`config.mk`:
```
export PLATFORM = sky130hd
export DESIGN_NAME = ui_uart_frame_rx
export DESIGN_NICKNAME = d
export VERILOG_FILES = /design/src/rtl/ui_frame_pkg.sv /design/src/rtl/ui_frame_buf.sv /design/src/rtl/ui_uart_frame_rx.sv
export SDC_FILE = /design/constraint.sdc
export NUM_CORES = 1
export LEC_CHECK = 0
export ABC_AREA = 1
export CORE_MARGIN = 4
export CORE_UTILIZATION = 30
export CTS_BUF_LIST = sky130_fd_sc_hd__clkbuf_8 sky130_fd_sc_hd__clkbuf_16
export DETAILED_ROUTE_END_ITERATION = 7
export MAX_ROUTING_LAYER = met4
export PLACE_DENSITY = 0.45
export SYNTH_ARGS = -nofsm -noshare
export SYNTH_HDL_FRONTEND = slang
export SYNTH_SLANG_ARGS = --single-unit
```
`constraint.sdc`:
```
create_clock -name clk -period 5.55 [get_ports clk]
set_input_delay 0.8325 -clock clk [delete_from_list [all_inputs] [get_ports clk]]
set_output_delay 0.8325 -clock clk [all_outputs]
set_load 0.02 [all_outputs]
```
`src/rtl/ui_frame_pkg.sv`:
```
// ui_frame_pkg
// Shared definitions for the UART command-frame receiver and the command
// decoder that consumes its payload stream.
//   frame_state_t : receiver frame-sequencing states
//   SOF           : start-of-frame marker byte
//   ERR_*         : error codes, one per error pulse of the receiver
//   in_frame()    : true while a frame is being collected (OPC..CHK)
package ui_frame_pkg;

  typedef enum logic [2:0] {
    ST_IDLE  = 3'd0,
    ST_OPC   = 3'd1,
    ST_LEN   = 3'd2,
    ST_PAY   = 3'd3,
    ST_CHK   = 3'd4,
    ST_DRAIN = 3'd5
  } frame_state_t;

  localparam logic [7:0] SOF = 8'hA5;

  typedef logic [2:0] err_code_t;

  localparam err_code_t ERR_NONE = 3'd0;
  localparam err_code_t ERR_CHK  = 3'd1;  // checksum mismatch
  localparam err_code_t ERR_FRM  = 3'd2;  // stop-bit error on a byte
  localparam err_code_t ERR_TMO  = 3'd3;  // inter-byte timeout inside a frame
  localparam err_code_t ERR_LEN  = 3'd4;  // length byte above MAX_LEN
  localparam err_code_t ERR_OVR  = 3'd5;  // byte arrived while draining

  function automatic logic in_frame(input frame_state_t s);
    return s inside {ST_OPC, ST_LEN, ST_PAY, ST_CHK};
  endfunction

endpackage

```
`src/rtl/ui_frame_buf.sv`:
```
// ui_frame_buf
// Payload buffer: simple dual-port register array with a registered read.
//   clk, rst_n        : clock, synchronous active-low reset (read register only)
//   wr_en/addr/data   : write port
//   rd_en, rd_addr    : read request; rd_data updates on the next edge
//   rd_data           : registered read data, holds while rd_en=0
module ui_frame_buf #(
  parameter int DEPTH = 16,
  parameter int AW    = 4
) (
  input  logic          clk,
  input  logic          rst_n,
  input  logic          wr_en,
  input  logic [AW-1:0] wr_addr,
  input  logic [7:0]    wr_data,
  input  logic          rd_en,
  input  logic [AW-1:0] rd_addr,
  output logic [7:0]    rd_data
);

  logic [7:0] mem [DEPTH];

  // NOTE: the array is deliberately left out of reset; every location is
  // written before it is read in a frame, and a reset would turn the array
  // into flops with a reset mux per bit.
  always_ff @(posedge clk) begin
    if (wr_en) mem[wr_addr] <= wr_data;
  end

  // NOTE: sequential state is always assigned with <= so every register
  // samples the values from before the edge, independent of block order.
  always_ff @(posedge clk) begin
    if (!rst_n)     rd_data <= '0;
    else if (rd_en) rd_data <= mem[rd_addr];
  end

endmodule

```
`src/rtl/ui_uart_frame_rx.sv`:
```
// ui_uart_frame_rx
// Frame-level receiver behind ui_uart_rx. Parses SOF, opcode, length,
// payload and checksum, buffers the payload and releases it as a
// valid/ready stream only after the checksum verifies.
//   clk, rst_n            : clock, synchronous active-low reset
//   rx_data, rx_data_rdy  : received byte and its single-cycle strobe
//   frm_err               : stop-bit error qualifying rx_data
//   out_valid/ready/data  : payload beat handshake
//   out_last              : final beat of the frame
//   out_opcode, out_len   : frame header, stable while out_valid
//   err_chk/frm/tmo/len/ovr : single-cycle error pulses, one cycle after cause
module ui_uart_frame_rx
  import ui_frame_pkg::*;
#(
  parameter int MAX_LEN     = 16,
  parameter int TIMEOUT_CYC = 2_000_000
) (
  input  logic                         clk,
  input  logic                         rst_n,
  input  logic [7:0]                   rx_data,
  input  logic                         rx_data_rdy,
  input  logic                         frm_err,
  output logic                         out_valid,
  input  logic                         out_ready,
  output logic [7:0]                   out_data,
  output logic                         out_last,
  output logic [7:0]                   out_opcode,
  output logic [$clog2(MAX_LEN+1)-1:0] out_len,
  output logic                         err_chk,
  output logic                         err_frm,
  output logic                         err_tmo,
  output logic                         err_len,
  output logic                         err_ovr
);

  localparam int LEN_W = $clog2(MAX_LEN + 1);
  localparam int AW    = (MAX_LEN > 1) ? $clog2(MAX_LEN) : 1;
  localparam int TW    = $clog2(TIMEOUT_CYC);

  frame_state_t state, state_nxt;
  logic [7:0]       sum, sum_nxt;
  logic [7:0]       opcode, opcode_nxt;
  logic [LEN_W-1:0] len, len_nxt;
  logic [LEN_W-1:0] idx, idx_nxt;
  logic [LEN_W-1:0] rd_idx, rd_idx_nxt;
  logic [TW-1:0]    tmo_cnt, tmo_nxt;
  logic             out_valid_nxt, out_last_nxt;
  logic [7:0]       out_opcode_nxt;
  logic [LEN_W-1:0] out_len_nxt;
  err_code_t        err_nxt;

  logic             wr_en, rd_en;
  logic [AW-1:0]    wr_addr, rd_addr;
  logic [7:0]       wr_data;

  logic             byte_ok;
  logic [7:0]       chk_sum;

  assign byte_ok = rx_data_rdy && !frm_err;
  assign chk_sum = sum + rx_data;  // 8-bit: carries drop out

  // out_data is the buffer's read register, so it is loaded one edge ahead
  // of each beat and holds by itself under back-pressure.
  ui_frame_buf #(
    .DEPTH (MAX_LEN),
    .AW    (AW)
  ) u_buf (
    .clk     (clk),
    .rst_n   (rst_n),
    .wr_en   (wr_en),
    .wr_addr (wr_addr),
    .wr_data (wr_data),
    .rd_en   (rd_en),
    .rd_addr (rd_addr),
    .rd_data (out_data)
  );

  always_comb begin
    // NOTE: every signal driven here gets a default first, so no branch can
    // leave one unassigned and infer a latch.
    state_nxt      = state;
    sum_nxt        = sum;
    opcode_nxt     = opcode;
    len_nxt        = len;
    idx_nxt        = idx;
    rd_idx_nxt     = rd_idx;
    tmo_nxt        = tmo_cnt;
    out_valid_nxt  = out_valid;
    out_last_nxt   = out_last;
    out_opcode_nxt = out_opcode;
    out_len_nxt    = out_len;
    err_nxt        = ERR_NONE;
    wr_en          = 1'b0;
    wr_addr        = idx[AW-1:0];
    wr_data        = rx_data;
    rd_en          = 1'b0;
    rd_addr        = '0;

    if (in_frame(state)) tmo_nxt = rx_data_rdy ? '0 : tmo_cnt + 1'b1;

    case (state)
      ST_IDLE: begin
        if (rx_data_rdy) begin
          if (frm_err) begin
            err_nxt = ERR_FRM;
          end else if (rx_data == SOF) begin
            state_nxt = ST_OPC;
            tmo_nxt   = '0;
          end
        end
      end

      ST_OPC: begin
        if (byte_ok) begin
          opcode_nxt = rx_data;
          sum_nxt    = rx_data;
          state_nxt  = ST_LEN;
        end
      end

      ST_LEN: begin
        if (byte_ok) begin
          if (rx_data > 8'(MAX_LEN)) begin
            err_nxt   = ERR_LEN;
            state_nxt = ST_IDLE;
          end else begin
            len_nxt = rx_data[LEN_W-1:0];
            sum_nxt = chk_sum;
            idx_nxt = '0;
            if (rx_data == 8'h00) begin
              // An empty frame still yields one zero beat: park a zero in
              // slot 0 so the drain path needs no special case.
              wr_en     = 1'b1;
              wr_addr   = '0;
              wr_data   = 8'h00;
              state_nxt = ST_CHK;
            end else begin
              state_nxt = ST_PAY;
            end
          end
        end
      end

      ST_PAY: begin
        if (byte_ok) begin
          wr_en   = 1'b1;
          sum_nxt = chk_sum;
          idx_nxt = idx + 1'b1;
          if (idx + 1'b1 == len) state_nxt = ST_CHK;
        end
      end

      ST_CHK: begin
        if (byte_ok) begin
          if (chk_sum == 8'h00) begin
            state_nxt      = ST_DRAIN;
            out_valid_nxt  = 1'b1;
            out_last_nxt   = (len <= LEN_W'(1));
            out_opcode_nxt = opcode;
            out_len_nxt    = len;
            rd_idx_nxt     = '0;
            rd_en          = 1'b1;
            rd_addr        = '0;
          end else begin
            err_nxt   = ERR_CHK;
            state_nxt = ST_IDLE;
          end
        end
      end

      ST_DRAIN: begin
        // Incoming bytes are dropped here; the buffer is still being read.
        if (rx_data_rdy) err_nxt = ERR_OVR;
        if (out_valid && out_ready) begin
          if (out_last) begin
            out_valid_nxt = 1'b0;
            out_last_nxt  = 1'b0;
            state_nxt     = ST_IDLE;
          end else begin
            rd_idx_nxt   = rd_idx + 1'b1;
            rd_en        = 1'b1;
            rd_addr      = AW'(rd_idx + 1'b1);
            out_last_nxt = (rd_idx + 1'b1 == len - 1'b1);
          end
        end
      end

      default: state_nxt = ST_IDLE;
    endcase

    // Aborts common to every in-frame state. An arriving byte always
    // restarts the timeout, so a byte on the expiry cycle wins.
    if (in_frame(state)) begin
      if (rx_data_rdy && frm_err) begin
        state_nxt = ST_IDLE;
        err_nxt   = ERR_FRM;
      end else if (!rx_data_rdy && tmo_cnt == TW'(TIMEOUT_CYC - 1)) begin
        state_nxt = ST_IDLE;
        err_nxt   = ERR_TMO;
      end
    end
  end

  always_ff @(posedge clk) begin
    if (!rst_n) begin
      state      <= ST_IDLE;
      sum        <= '0;
      opcode     <= '0;
      len        <= '0;
      idx        <= '0;
      rd_idx     <= '0;
      tmo_cnt    <= '0;
      out_valid  <= 1'b0;
      out_last   <= 1'b0;
      out_opcode <= '0;
      out_len    <= '0;
      err_chk    <= 1'b0;
      err_frm    <= 1'b0;
      err_tmo    <= 1'b0;
      err_len    <= 1'b0;
      err_ovr    <= 1'b0;
    end else begin
      state      <= state_nxt;
      sum        <= sum_nxt;
      opcode     <= opcode_nxt;
      len        <= len_nxt;
      idx        <= idx_nxt;
      rd_idx     <= rd_idx_nxt;
      tmo_cnt    <= tmo_nxt;
      out_valid  <= out_valid_nxt;
      out_last   <= out_last_nxt;
      out_opcode <= out_opcode_nxt;
      out_len    <= out_len_nxt;
      err_chk    <= (err_nxt == ERR_CHK);
      err_frm    <= (err_nxt == ERR_FRM);
      err_tmo    <= (err_nxt == ERR_TMO);
      err_len    <= (err_nxt == ERR_LEN);
      err_ovr    <= (err_nxt == ERR_OVR);
    end
  end

endmodule

```
==> results of run 1 <==
-- power breakdown --
part	switching [W]	internal (W)	total (W)	leakage (nW)
Sequential	0.000000130	0.00166	0.00166	1.82
Clock	0.000623	0.000894	0.00152	0.427
Combinational	0.0000533	0.0000216	0.0000749	2.21
-- worst paths after layout --
kind,from,to,slack [ns],cells after the start
worst max register to register,rd_idx[0]$_SDFFE_PN0P_,u_buf.rd_data[5]$_SDFFE_PN0P_,2.28,10
worst min register to register,tmo_cnt[18]$_SDFF_PN0_,tmo_cnt[18]$_SDFF_PN0_,0.46,2
worst min-delay path,tmo_cnt[18]$_SDFF_PN0_,tmo_cnt[18]$_SDFF_PN0_,0.46,2
worst max-delay path,rx_data[0],u_buf.rd_data[7]$_SDFFE_PN0P_,1.93,17
-- placed cells by master (no fill, tap or decap), drive strengths merged, types with 2 or more instances in the layout --
master | Yosys | routed
dfxtp | 83 | 83
nand3 | 114 | 114
clkinv | 3 | 9
inv | 149 | 161
o21ai | 48 | 48
xor2 | 12 | 12
nand4 | 13 | 13
buf | 24 | 14
or2 | 10 | 10
xnor2 | 10 | 10
clkdlybuf4s50 | 0 | 40
ha | 12 | 12
a22oi | 3 | 3
o211ai | 58 | 58
nor2 | 113 | 113
a211oi | 2 | 2
a21oi | 56 | 56
nor3 | 9 | 9
a31oi | 4 | 4
edfxtp | 128 | 128
nor4 | 3 | 3
clkbuf | 22 | 29
nand2 | 190 | 190
-- registers in the layout, indices dropped and copies added (netlist names) --
name,count
tmo_cnt,21
opcode,8
err_len,1
err_frm,1
err_tmo,1
out_valid,1
out_last,1
u_buf.rd_data,8
out_opcode,8
err_chk,1
state,3
idx,5
len,5
err_ovr,1
out_len,5
u_buf.mem,128
sum,8
rd_idx,5
-- worst max-delay path, delay by kind of cell --
family / cells / cell delay, ns
adders and majority gates: 2 / 0.64
buffers and inverters: 5 / 1.18
and+or+nand+nor: 10 / 1.37
-- logic make-up (layout without fill, tap and decap cells) --
group | count (synthesis) | count (layout)
simple gates | 454 | 454
buf+inv | 198 | 253
compound gates | 173 | 173
fa+ha+maj | 13 | 13
xor+xnor | 22 | 22
flops | 211 | 211
-- per-stage QoR --
step / power, W / worst slack (ns) / instances
global placement: 0.00177 / 1.40 / 1514
floorplan: 0.00173 / 2.78 / 1071
CTS: 0.00330 / 1.90 / 1561
global route: 0.00337 / 1.50 / 1561
finish: 0.00325 / 1.93 / 1561
detailed placement: 0.00177 / 1.35 / 1514
-- synthesized netlist by cell type (7+ instances only) --
cell type	n
a21oi_1	56
buf_2	15
clkbuf_1	22
dfxtp_1	83
edfxtp_1	128
ha_1	12
inv_1	142
inv_2	7
nand2_1	186
nand3_1	111
nand4_1	12
nor2_1	104
nor3_1	9
o211ai_1	58
o21ai_0	43
or2_1	9
xnor2_1	10
xor2_1	12
-- final cells by class --
class,instances,area (um2)
Fill cell,3232,20500
Sequential cell,211,5510
Multi-Input combinational cell,662,3440
Clock buffer,29,703
Inverter,152,571
Tap cell,435,544
Timing Repair Buffer,54,505
Clock inverter,18,71.3
-- layer usage --
layer | GRT usage, % | vias up
li1 | - | 3683
met1 | 19.9 | 3367
met2 | 23.0 | 129
met3 | 2.07 | 41
met4 | 3.84 | 0
met5 | - | -
==> results.py, run 1 <==
metrics = {
    "run_status": {
        "outcome": "complete, no violations",
    },
    "setup_path": {
        "worstPathCellList": "clkdlybuf4s50_1, buf_4, ha_1, inv_1, fa_1, inv_1, nand2_1, nand2_1, nand3_1, nand3_1, nand2_1, nor2_1, nand4_2, nand2_1, clkinv_1, nor2_1, nor2_1",
        "worst-path-max-fanout": 21,
        "critPathLaunchType": "input pin",
        "required_ns": 5.96,
        "slowest_delay_ns": 0.45,
        "cpMostUsedCell": "nand2_1",
        "path_class": "input pin to register",
        "worstPathArrival_ns": 4.04,
        "endpoint_kind": "register",
        "cp_slowest_cell": "clkdlybuf4s50_1",
    },
    "synth": {
        "async_flop_share_pct": 0,
        "ys_seq_elements": 211,
        "synth-simple-area-share_pct": 20.9,
        "yosysTopAreaCellShare_pct": 39.5,
        "synth_mux_area_share_pct": 0,
        "synth_area_leaders": "edfxtp_1 (39%), dfxtp_1 (17%), nand2_1 (7.2%)",
        "postSynthCellCount": 1071,
        "synth_top_cell_by_area": "edfxtp_1",
        "synth-main-ff-cell": "edfxtp_1",
        "synth_top_family_by_area": "simple AND/OR/NAND/NOR gates",
        "synth_warnings": 0,
        "synth_fp_nets": 1097,
        "syn_area_um2": 9740,
        "synth_compound_area_share_pct": 10.6,
        "ys_seq_area_share_pct": 56.5,
        "synth-xor-area-share_pct": 1.98,
        "syn_area_per_cell_um2": 9.10,
        "synth_edf_count": 128,
        "synthDistinctLibCells": 40,
        "synth_fa_ha_area_share_pct": 1.75,
    },
    "power": {
        "ir_drop_mv": 0.174,
        "p_leak_nw": 4.46,
        "p_per_area_nw_per_um2": 287,
    },
    "job": {
        "cap_violations": 0,
    },
    "detailed_routing": {
        "wirelength_met1_mm": 12.4,
        "vias": 7220,
        "wl_met3_um": 799,
        "drc": 0,
        "drt-total-wl_mm": 25.4,
        "drtIter0Drc": 485,
        "highest-signal-layer": "met4",
        "dr_wl_met2_mm": 11.6,
        "vias_per_cell": 4.63,
        "avgRoutedWirePerCell_um": 16.3,
        "drt_first_pass_iters": 5,
        "drtAntennaViolNets": 0,
    },
    "timing": {
        "finClkSkew_ns": 0.0264,
        "finalSetupViolations": 0,
        "period_needed_ns": 3.62,
        "fin_hold_ws_ns": 0.460,
        "hold_viol": 0,
        "timing.setup.tns_ns": 0,
        "fmax_mhz": 276,
        "worst_slew_pin_slew_ns": 0.935,
        "report.final.slew_viol_count": 0,
        "period_share_pct": 65.3,
        "max_slew_margin_pct": 37.4,
        "rsz0062_at_grt": "no",
    },
    "final_layout": {
        "diodes": 0,
        "utilization_pct": 35.7,
        "nets": 1133,
        "final_layout_size_suffix_gt1_share_pct": 6.39,
        "area_delta_synth_final_pct": 16.4,
        "design_area_um2": 11300,
    },
    "floorplanning": {
        "die_y_um": 188,
        "io_pins": 41,
        "core_um2": 31800,
        "initial_utilization_pct": 30.6,
        "die_area_um2": 35400,
        "rows": 65,
        "die_x_um": 188,
    },
    "placement": {
        "gp_congestion": 0.812,
        "hpwl_mm": 16.9,
        "io_buffers": 40,
        "dpl-instance-area_um2": 10600,
    },
    "cts": {
        "ctsResizeCount": 0,
        "cts_buffer_depth": 3,
        "postCtsSetupBuffers": 0,
        "cts_root_buffer": "clkbuf_16",
        "cts_tree": "yes",
        "clock-sinks": 211,
        "cts.clk_slew.worst_paths_ns": 0.05,
        "numCtsBuffers": 26,
        "worst_skew_pair.late_latency_ns": 0.52,
        "htree_levels": 1,
        "postCtsHoldBufs": 0,
    },
    "global_routing": {
        "grt_overflow": 0,
        "grtUsageTotal_pct": 14.6,
        "grt_pass1_vias": 7170,
        "grt_max_degree": 71,
        "grt_pass1_wl_mm": 40.5,
        "antenna_found_initial": 0,
    },
    "worst_hold_path": {
        "hold_class": "register to register",
    },
}
No activity file was read; power rests on OpenSTA's default activity.
==> inputs of run 2 (changes only) <==
- PLACE_DENSITY: 0.45 -> 0.47
- clock period: 5.55 -> 3.3 ns (I/O delays scaled with it)
==> results.py, run 2 (same netlist as run 1, synthesis figures left out) <==
metrics = {
    "timing": {
        "report.final.slew_viol_count": 0,
        "max_slew_margin_pct": 61.0,
        "worst_slew_pin_slew_ns": 0.581,
        "finClkSkew_ns": 0.0313,
        "period_needed_ns": 2.67,
        "finalSetupViolations": 0,
        "period_share_pct": 81.0,
        "rsz0062_at_grt": "no",
        "timing.setup.tns_ns": 0,
        "fmax_mhz": 374,
        "hold_viol": 0,
        "setup_ws_ns": 0.626,
    },
    "placement": {
        "gp_congestion": 0.841,
        "io_buffers": 40,
        "hpwl_mm": 17.6,
        "dp_slack_ns": 0.0721,
    },
    "final_layout": {
        "area_delta_synth_final_pct": 19.4,
        "nets": 1165,
        "utilization_pct": 36.6,
        "layout_common_cells": "nand2_1 (185), inv_1 (148), edfxtp_1 (128)",
        "final_common_cell": "nand2_1",
        "largest_register_ffs": 128,
        "final_layout_size_suffix_gt1_share_pct": 9.51,
        "top_register": "u_buf.mem",
        "reg.largest.list": "u_buf.mem: 128 flops, tmo_cnt: 21 flops",
    },
    "global_routing": {
        "antenna_found_initial": 1,
        "grt_pass1_wl_mm": 41.3,
        "grt_overflow": 0,
        "grtUsageTotal_pct": 14.9,
        "grt_pass1_vias": 7251,
        "grt_max_degree": 113,
    },
    "setup_path": {
        "critPathLaunchType": "input pin",
        "required_ns": 3.71,
        "endpoint_kind": "register",
        "worst-path-max-fanout": 9,
        "rrSetupSlack_ns": 0.79,
        "ff2ff_path_depth": 15,
        "slowest_delay_ns": 0.48,
        "path_class": "input pin to register",
        "worstPathArrival_ns": 3.08,
        "worstPathCellList": "clkdlybuf4s50_1, ha_1, inv_1, fa_1, inv_1, nand2_1, nand2_1, nand3_1, nand2_1, nand3_1, nor2_1, nand4_2, nand2_1, clkinv_1, nor2_1, nor2_1",
        "cp_slowest_cell": "clkdlybuf4s50_1",
        "r2r-start": "sum[0]$_SDFFE_PN0P_",
        "cpMostUsedCell": "nand2_1",
        "r2r-end": "u_buf.rd_data[2]$_SDFFE_PN0P_",
    },
    "cts": {
        "cts.clk_slew.worst_paths_ns": 0.06,
        "postCtsHoldBufs": 0,
        "cts_root_buffer": "clkbuf_16",
        "cts_tree": "yes",
        "worst_skew_pair.late_latency_ns": 0.52,
        "numCtsBuffers": 25,
        "htree_levels": 1,
        "clock-sinks": 211,
        "ctsResizeCount": 0,
        "postCtsSetupBuffers": 0,
        "cts_buffer_depth": 3,
    },
    "worst_hold_path": {
        "min_from": "tmo_cnt[18]$_SDFF_PN0_",
        "hold_class": "register to register",
        "hold_path_end": "tmo_cnt[18]$_SDFF_PN0_",
        "whs_path_depth": 2,
    },
    "detailed_routing": {
        "vias_per_cell": 4.60,
        "vias": 7327,
        "drc": 0,
        "drt-total-wl_mm": 25.4,
        "drtIter0Drc": 439,
        "drtAntennaViolNets": 0,
        "avgRoutedWirePerCell_um": 16.0,
        "drt_first_pass_iters": 5,
    },
    "floorplanning": {
        "initial_utilization_pct": 30.6,
        "die_y_um": 188,
        "die_x_um": 188,
        "rows": 65,
        "core_um2": 31800,
        "die_area_um2": 35400,
        "io_pins": 41,
    },
    "job": {
        "cap_violations": 0,
    },
    "power": {
        "p_per_area_nw_per_um2": 478,
        "p_leak_nw": 4.62,
        "ir_drop_mv": 0.291,
    },
    "run_status": {
        "outcome": "complete, no violations",
    },
}
[run 2: cell types whose count changed in the layout (fill, tap and decap cells not counted), moves of 2 or more]
cell / delta
inv_1: -6
buf_12: +2
buf_4: +31
clkinvlp_4: +2
[run 2: critical path: cells and delay by family]
| kind | cells | cell delay, ns |
|---|---|---|
| simple gates | 10 | 1.15 |
| buf+inv | 4 | 0.84 |
| fa+ha+maj | 2 | 0.59 |
[run 2: final cells by class]
| type | count | area (um2) |
|---|---|---|
| well taps | 435 | 544 |
| fillers | 3257 | 20200 |
| clock inverters | 16 | 104 |
| repair buffers | 87 | 778 |
| multi-input cells | 662 | 3440 |
| clock buffers | 29 | 692 |
| diodes | 1 | 2.50 |
| flip-flops and latches | 211 | 5510 |
| inverters | 152 | 571 |
[run 2: routing by layer]
metal / up-vias / GRT usage (%) / share of wire, %
met3: 29 / 1.85 / 3.5
met1: 3441 / 20.2 / 48
met5: - / - / 0
li1: 3744 / - / -
met2: 113 / 24.3 / 48
met4: 0 / 2.63 / 1.3
[run 2: worst max path at each step]
stage	start	end	slack, ns	cells after the start
2_1_floorplan	rx_data_rdy	u_buf.mem[3][0]$_DFFE_PP_	0.87	8
5_1_grt	rx_data[0]	u_buf.rd_data[0]$_SDFFE_PN0P_	0.30	16
3_5_place_dp	rx_data[0]	u_buf.rd_data[2]$_SDFFE_PN0P_	0.07	16
3_3_place_gp	rx_data[0]	u_buf.rd_data[2]$_SDFFE_PN0P_	0.12	16
4_1_cts	rx_data[0]	u_buf.rd_data[2]$_SDFFE_PN0P_	0.62	16
6_report	rx_data[0]	u_buf.rd_data[2]$_SDFFE_PN0P_	0.63	16
[run 2: power by group]
| group | switching, W | total, W | internal, W |
|---|---|---|---|
| clock network | 0.00107 | 0.00264 | 0.00157 |
| registers | 0.000000231 | 0.00279 | 0.00279 |
| logic | 0.0000934 | 0.000136 | 0.0000429 |
[run 2: stage by stage]
stage               power [W]  instances  area, um2  hold WS, ns
floorplan             0.00291       1071       9740        0.439
global placement      0.00299       1547      10800        0.450
detailed placement    0.00299       1547      10800        0.454
CTS                   0.00564       1592      11600        0.467
global route          0.00576       1592      11600        0.482
finish                0.00556       1593      11600        0.463
==> inputs of run 3 (changes only) <==
- PLACE_DENSITY: 0.47 -> 0.45
- clock period: 3.3 -> 2.7 ns (I/O delays scaled with it)
==> results.py, run 3 (same netlist as run 1, synthesis figures left out) <==
metrics = {
    "cts": {
        "cts_tree": "yes",
        "numCtsBuffers": 26,
        "cts_root_buffer": "clkbuf_16",
        "postCtsSetupBuffers": 0,
        "cts_buffer_depth": 3,
        "htree_levels": 1,
        "cts.clk_slew.worst_paths_ns": 0.05,
        "worst_skew_pair.late_latency_ns": 0.53,
        "clock-sinks": 211,
    },
    "final_layout": {
        "layout_common_cells": "nand2_1 (183), inv_1 (147), edfxtp_1 (128)",
        "diodes": 0,
        "reg.largest.list": "u_buf.mem: 128 flops, tmo_cnt: 21 flops",
        "final_layout_size_suffix_gt1_share_pct": 12.3,
        "design_area_um2": 11900,
        "stdcell_count": 1629,
        "final_common_cell": "nand2_1",
        "nets": 1202,
        "utilization_pct": 37.5,
        "multi_input_area_um2": 3450,
        "fill_cells": 3272,
        "area_delta_synth_final_pct": 22.3,
        "top_register": "u_buf.mem",
        "register_area_um2": 5510,
        "largest_register_ffs": 128,
    },
    "setup_path": {
        "cpMostUsedCell": "nand2_1",
        "worstPathCellList": "clkdlybuf4s50_1, ha_1, inv_1, fa_1, inv_1, nand2_1, nand2_1, nand3_1, nand2_1, nand3_1, nor2_2, nand4_2, buf_4, nand2_1, inv_1, nor2_1, nor2_1",
        "worst-path-max-fanout": 4,
        "cp_slowest_cell": "clkdlybuf4s50_1",
        "path_class": "input pin to register",
        "slowest_delay_ns": 0.48,
        "critPathLaunchType": "input pin",
        "worstPathArrival_ns": 2.83,
        "required_ns": 3.11,
        "rrSetupSlack_ns": 0.31,
        "endpoint_kind": "register",
    },
    "floorplanning": {
        "die_area_um2": 35400,
        "die_x_um": 188,
        "core_um2": 31800,
        "die_y_um": 188,
        "io_pins": 41,
        "rows": 65,
        "initial_utilization_pct": 30.6,
    },
    "detailed_routing": {
        "drt_first_pass_iters": 5,
        "drc": 0,
        "drtIter0Drc": 401,
        "drtAntennaViolNets": 0,
        "avgRoutedWirePerCell_um": 15.7,
        "drt-total-wl_mm": 25.5,
        "vias_per_cell": 4.54,
        "vias": 7396,
    },
    "power": {
        "switching_share_pct": 21.1,
        "netSwitchingPower_w": 0.00143,
        "ir_drop_mv": 0.381,
        "pwr-share-seq_pct": 50.4,
        "power_frac_comb_pct": 2.7,
        "p_per_area_nw_per_um2": 569,
        "p_leak_nw": 4.79,
        "power.share.clock_pct": 46.9,
        "p_int_w": 0.00535,
    },
    "timing": {
        "hold_viol": 0,
        "finClkSkew_ns": 0.0197,
        "report.final.slew_viol_count": 0,
        "worst_slew_pin_slew_ns": 0.540,
        "fmax_mhz": 413,
        "max_slew_margin_pct": 63.9,
        "finalSetupViolations": 0,
        "setup_ws_ns": 0.277,
        "period_share_pct": 89.8,
        "period_needed_ns": 2.42,
        "rsz0062_at_grt": "no",
    },
    "global_routing": {
        "grtUsageTotal_pct": 14.7,
        "antenna_found_initial": 0,
        "grt_overflow": 0,
        "grt_max_degree": 53,
        "grt_pass1_vias": 7283,
        "grt_pass1_wl_mm": 40.6,
    },
    "placement": {
        "place_inst": 1582,
        "dpl-instance-area_um2": 11100,
        "gp_congestion": 0.821,
        "dp_slack_ns": -0.361,
        "io_buffers": 40,
        "hpwl_mm": 17.6,
    },
    "job": {
        "cap_violations": 0,
    },
    "worst_hold_path": {
        "hold_class": "register to register",
    },
    "run_status": {
        "outcome": "complete, no violations",
    },
}
run 3: cell types whose count changed in the layout (fill, tap and decap cells not counted), sizes merged:
cell	change
diode	-1
clkbuf	+2
inv	-2
clkinv	+3
bufinv	-1
buf	+35
run 3: path summary, 6_finish.rpt:
path                                            startpoint                    endpoint  cells past startpoint
worst max-delay path                            rx_data[0]       out_last$_SDFFE_PN0P_                     17
worst min-delay path            out_opcode[7]$_SDFFE_PN0P_  out_opcode[7]$_SDFFE_PN0P_                      2
worst max register to register         sum[0]$_SDFFE_PN0P_       out_last$_SDFFE_PN0P_                     16
worst min register to register  out_opcode[7]$_SDFFE_PN0P_  out_opcode[7]$_SDFFE_PN0P_                      2
run 3: stage by stage:
stage / power (W) / TNS [ns] / hold slack [ns]
CTS: 0.00687 / 0 / 0.464
global route: 0.00700 / 0 / 0.484
detailed placement: 0.00367 / -12.27 / 0.454
global placement: 0.00367 / -11.08 / 0.450
floorplan: 0.00355 / 0 / 0.439
finish: 0.00678 / 0 / 0.462
run 3: what timing repair did:
action | in CTS | in global routing
gates resized for setup | 0 | 7
endpoints found under the setup margin | 0 | 10
hold buffers | 0 | 0
run 3: per-layer routing:
| layer | track usage, % | vias to the layer above | part of all wire [%] |
|---|---|---|---|
| met5 | - | - | 0 |
| met4 | 2.88 | 0 | 1.5 |
| met3 | 2.19 | 30 | 3.7 |
| met2 | 23.2 | 126 | 46 |
| met1 | 20.4 | 3420 | 49 |
| li1 | - | 3820 | - |
run 3: power by group through the flow:
stage | Clock, W | Sequential [W] | Combinational [W]
finish | 0.00318 | 0.00341 | 0.000184
global route | 0.00339 | 0.00341 | 0.000204
CTS | 0.00327 | 0.00341 | 0.000187
detailed placement | 0 | 0.00348 | 0.000187
global placement | 0 | 0.00348 | 0.000188
floorplan | 0 | 0.00348 | 0.0000738
run 3: worst max-delay path: cells and delay by family:
kind                     cells  cell delay (ns)
adder cells (fa/ha/maj)      2             0.57
buffers and inverters        5             0.86
AND/OR/NAND/NOR             10             0.99
run 3: area by class of cell:
type / instances / share of cell area [%]
Clock buffer: 31 / 6.04
Clock inverter: 15 / 0.588
Inverter: 152 / 4.82
Multi-Input combinational cell: 662 / 29.0
Sequential cell: 211 / 46.2
Tap cell: 435 / 4.57
Timing Repair Buffer: 122 / 8.74
Timing Repair inverter: 1 / 0.0630
==> edit, RTL diff (flow settings as in run 2) <==
The parameter `MAX_LEN` goes from 16 to 64.
--- a/src/rtl/ui_uart_frame_rx.sv
+++ b/src/rtl/ui_uart_frame_rx.sv
@@ -12,7 +12,7 @@
 module ui_uart_frame_rx
   import ui_frame_pkg::*;
 #(
-  parameter int MAX_LEN     = 16,
+  parameter int MAX_LEN     = 64,
   parameter int TIMEOUT_CYC = 2_000_000
 ) (
   input  logic                         clk,
Interface: changed (resized out_len); port bits go from 41 to 43. The function was not compared with the original's and may differ.
==> edit against run 2 <==
- worst setup slack got worse by 240 ps
- sequential cell count increased by 392
- largest power group unchanged
- design area increased to 2.7 times the old value
- critical path depth decreased by 6
- synthesized area increased to 2.8 times the old value
- critical path type is now flip-flop to flip-flop
- highest routed layer unchanged
- sequential power increased to 3.0 times the old value
- power increased to 2.9 times the old value
- combinational power increased by 73%
- routed wire length increased to 3.2 times the old value
==> edit: results (changes against run 2) <==
[final_layout]
fillers=8883  ; +170%
area_delta_synth_final_pct=17.6
fin_nets=2811  ; +140%
final_cells=4006  ; +150%
top_regs=u_buf.mem x512, tmo_cnt x21
drive_gt1_share_pct=9.96  ; +0.45 points

[timing]
max_freq_mhz=343  ; -8.2%
finalClockSkew_ps=36.1  ; +4.82 ps
hold_slack_ps=249  ; -214 ps

[placed_design]
port_buffers=42  ; +5.0%
dp_slack_ps=-131  ; -203 ps
place_hpwl_um=50400  ; +190%
gp_congestion=0.864  ; +2.7%
dp.cells=3878  ; +150%
place_area_sq_um=29500  ; +170%

[clocking]
clk_pin_slew_worst_paths_ps=60  ; about the same
cts_made_buffers=70  ; +180%
clk_latency_ps=610  ; +90 ps
cts_htree_levels=3  ; +2

[global_routing]
grt_pass1_wl_um=122000  ; +200%
met2_usage_pct=27.5  ; +3.1 points
antenna_found_initial=0  ; -1
grtUsageMet3_pct=3.13  ; +1.3 points
grtUsageTotal_pct=17.4  ; +2.5 points
grt_max_degree=72  ; -36%
grt_util_met1_pct=22.5  ; +2.3 points

[yosys]
synthTopCellsByCount=nand2_1, nand3_1, edfxtp_1
synth_cell_type_count=45  ; +13%
yosysSeqAreaShare_pct=63.8  ; +7.3 points
syn_nets=2711  ; +150%
synth_edf_count=512  ; +300%
syn_area_per_cell_sq_um=10.0  ; +10%
synth_area_leaders=edfxtp_1, nand3_1, nand2_1
synth_async_sr_flop_share_pct=0  ; unchanged

[min_path]
hp-class=primary input to flip-flop
min_from=rx_data[6]
min_to=opcode[6]$_SDFFE_PN0P_
whs_path_depth=3  ; +1

[worst_setup_path]
crit_slowest_cell=nor2_1
cp-endpoint=u_buf.mem[19][5]$_DFFE_PP_
critPathMaxFanout=12  ; +3
r2r_setup_slack_ps=390  ; -400 ps
startpoint=state[1]$_SDFF_PN0_
r2r_cells=10  ; -5

[pwr]
leakage_nw=12.2  ; +160%
p_seq_mw=8.26  ; +200%
pg_comb_mw=0.235  ; +73%
intPower_mw=12.6  ; +190%

[routing]
wl_met2_um=37300  ; +210%
routed_wl_um=80400  ; +220%
viasPerCell=4.91  ; +6.7%
first_iter_violations=1762  ; +300%
wl_met1_um=35700  ; +190%

[status]
status=completed

==> edit: cell types whose count changed after synthesis, sizes merged, moves of 46 or more <==
cell    before  now
nand3      114  536
nand2      190  638
edfxtp     128  512
inv        149  248
nand3b       1  113
o211ai      58   12
buf         24  113
==> edit: layout make-up <==
| cell class | instances | area share (%) |
|---|---|---|
| Clock inverter | 53 | 1.05 |
| Tap cell | 1165 | 4.60 |
| Multi-Input combinational cell | 1673 | 25.6 |
| Timing Repair Buffer | 188 | 5.68 |
| Clock buffer | 75 | 5.88 |
| Inverter | 249 | 2.95 |
| Sequential cell | 603 | 54.2 |
==> edit: cell families (layout without fill, tap and decap cells) <==
group,Yosys count,count (layout),share of synthesized area (%)
AND/OR/NAND/NOR,1477,1477,25.2
flip-flops,603,603,63.8
buffers and inverters,409,565,6.29
AO/OA/AOI/OAI,160,160,3.35
XOR/XNOR,23,23,0.747
adder cells (fa/ha/maj),13,13,0.631
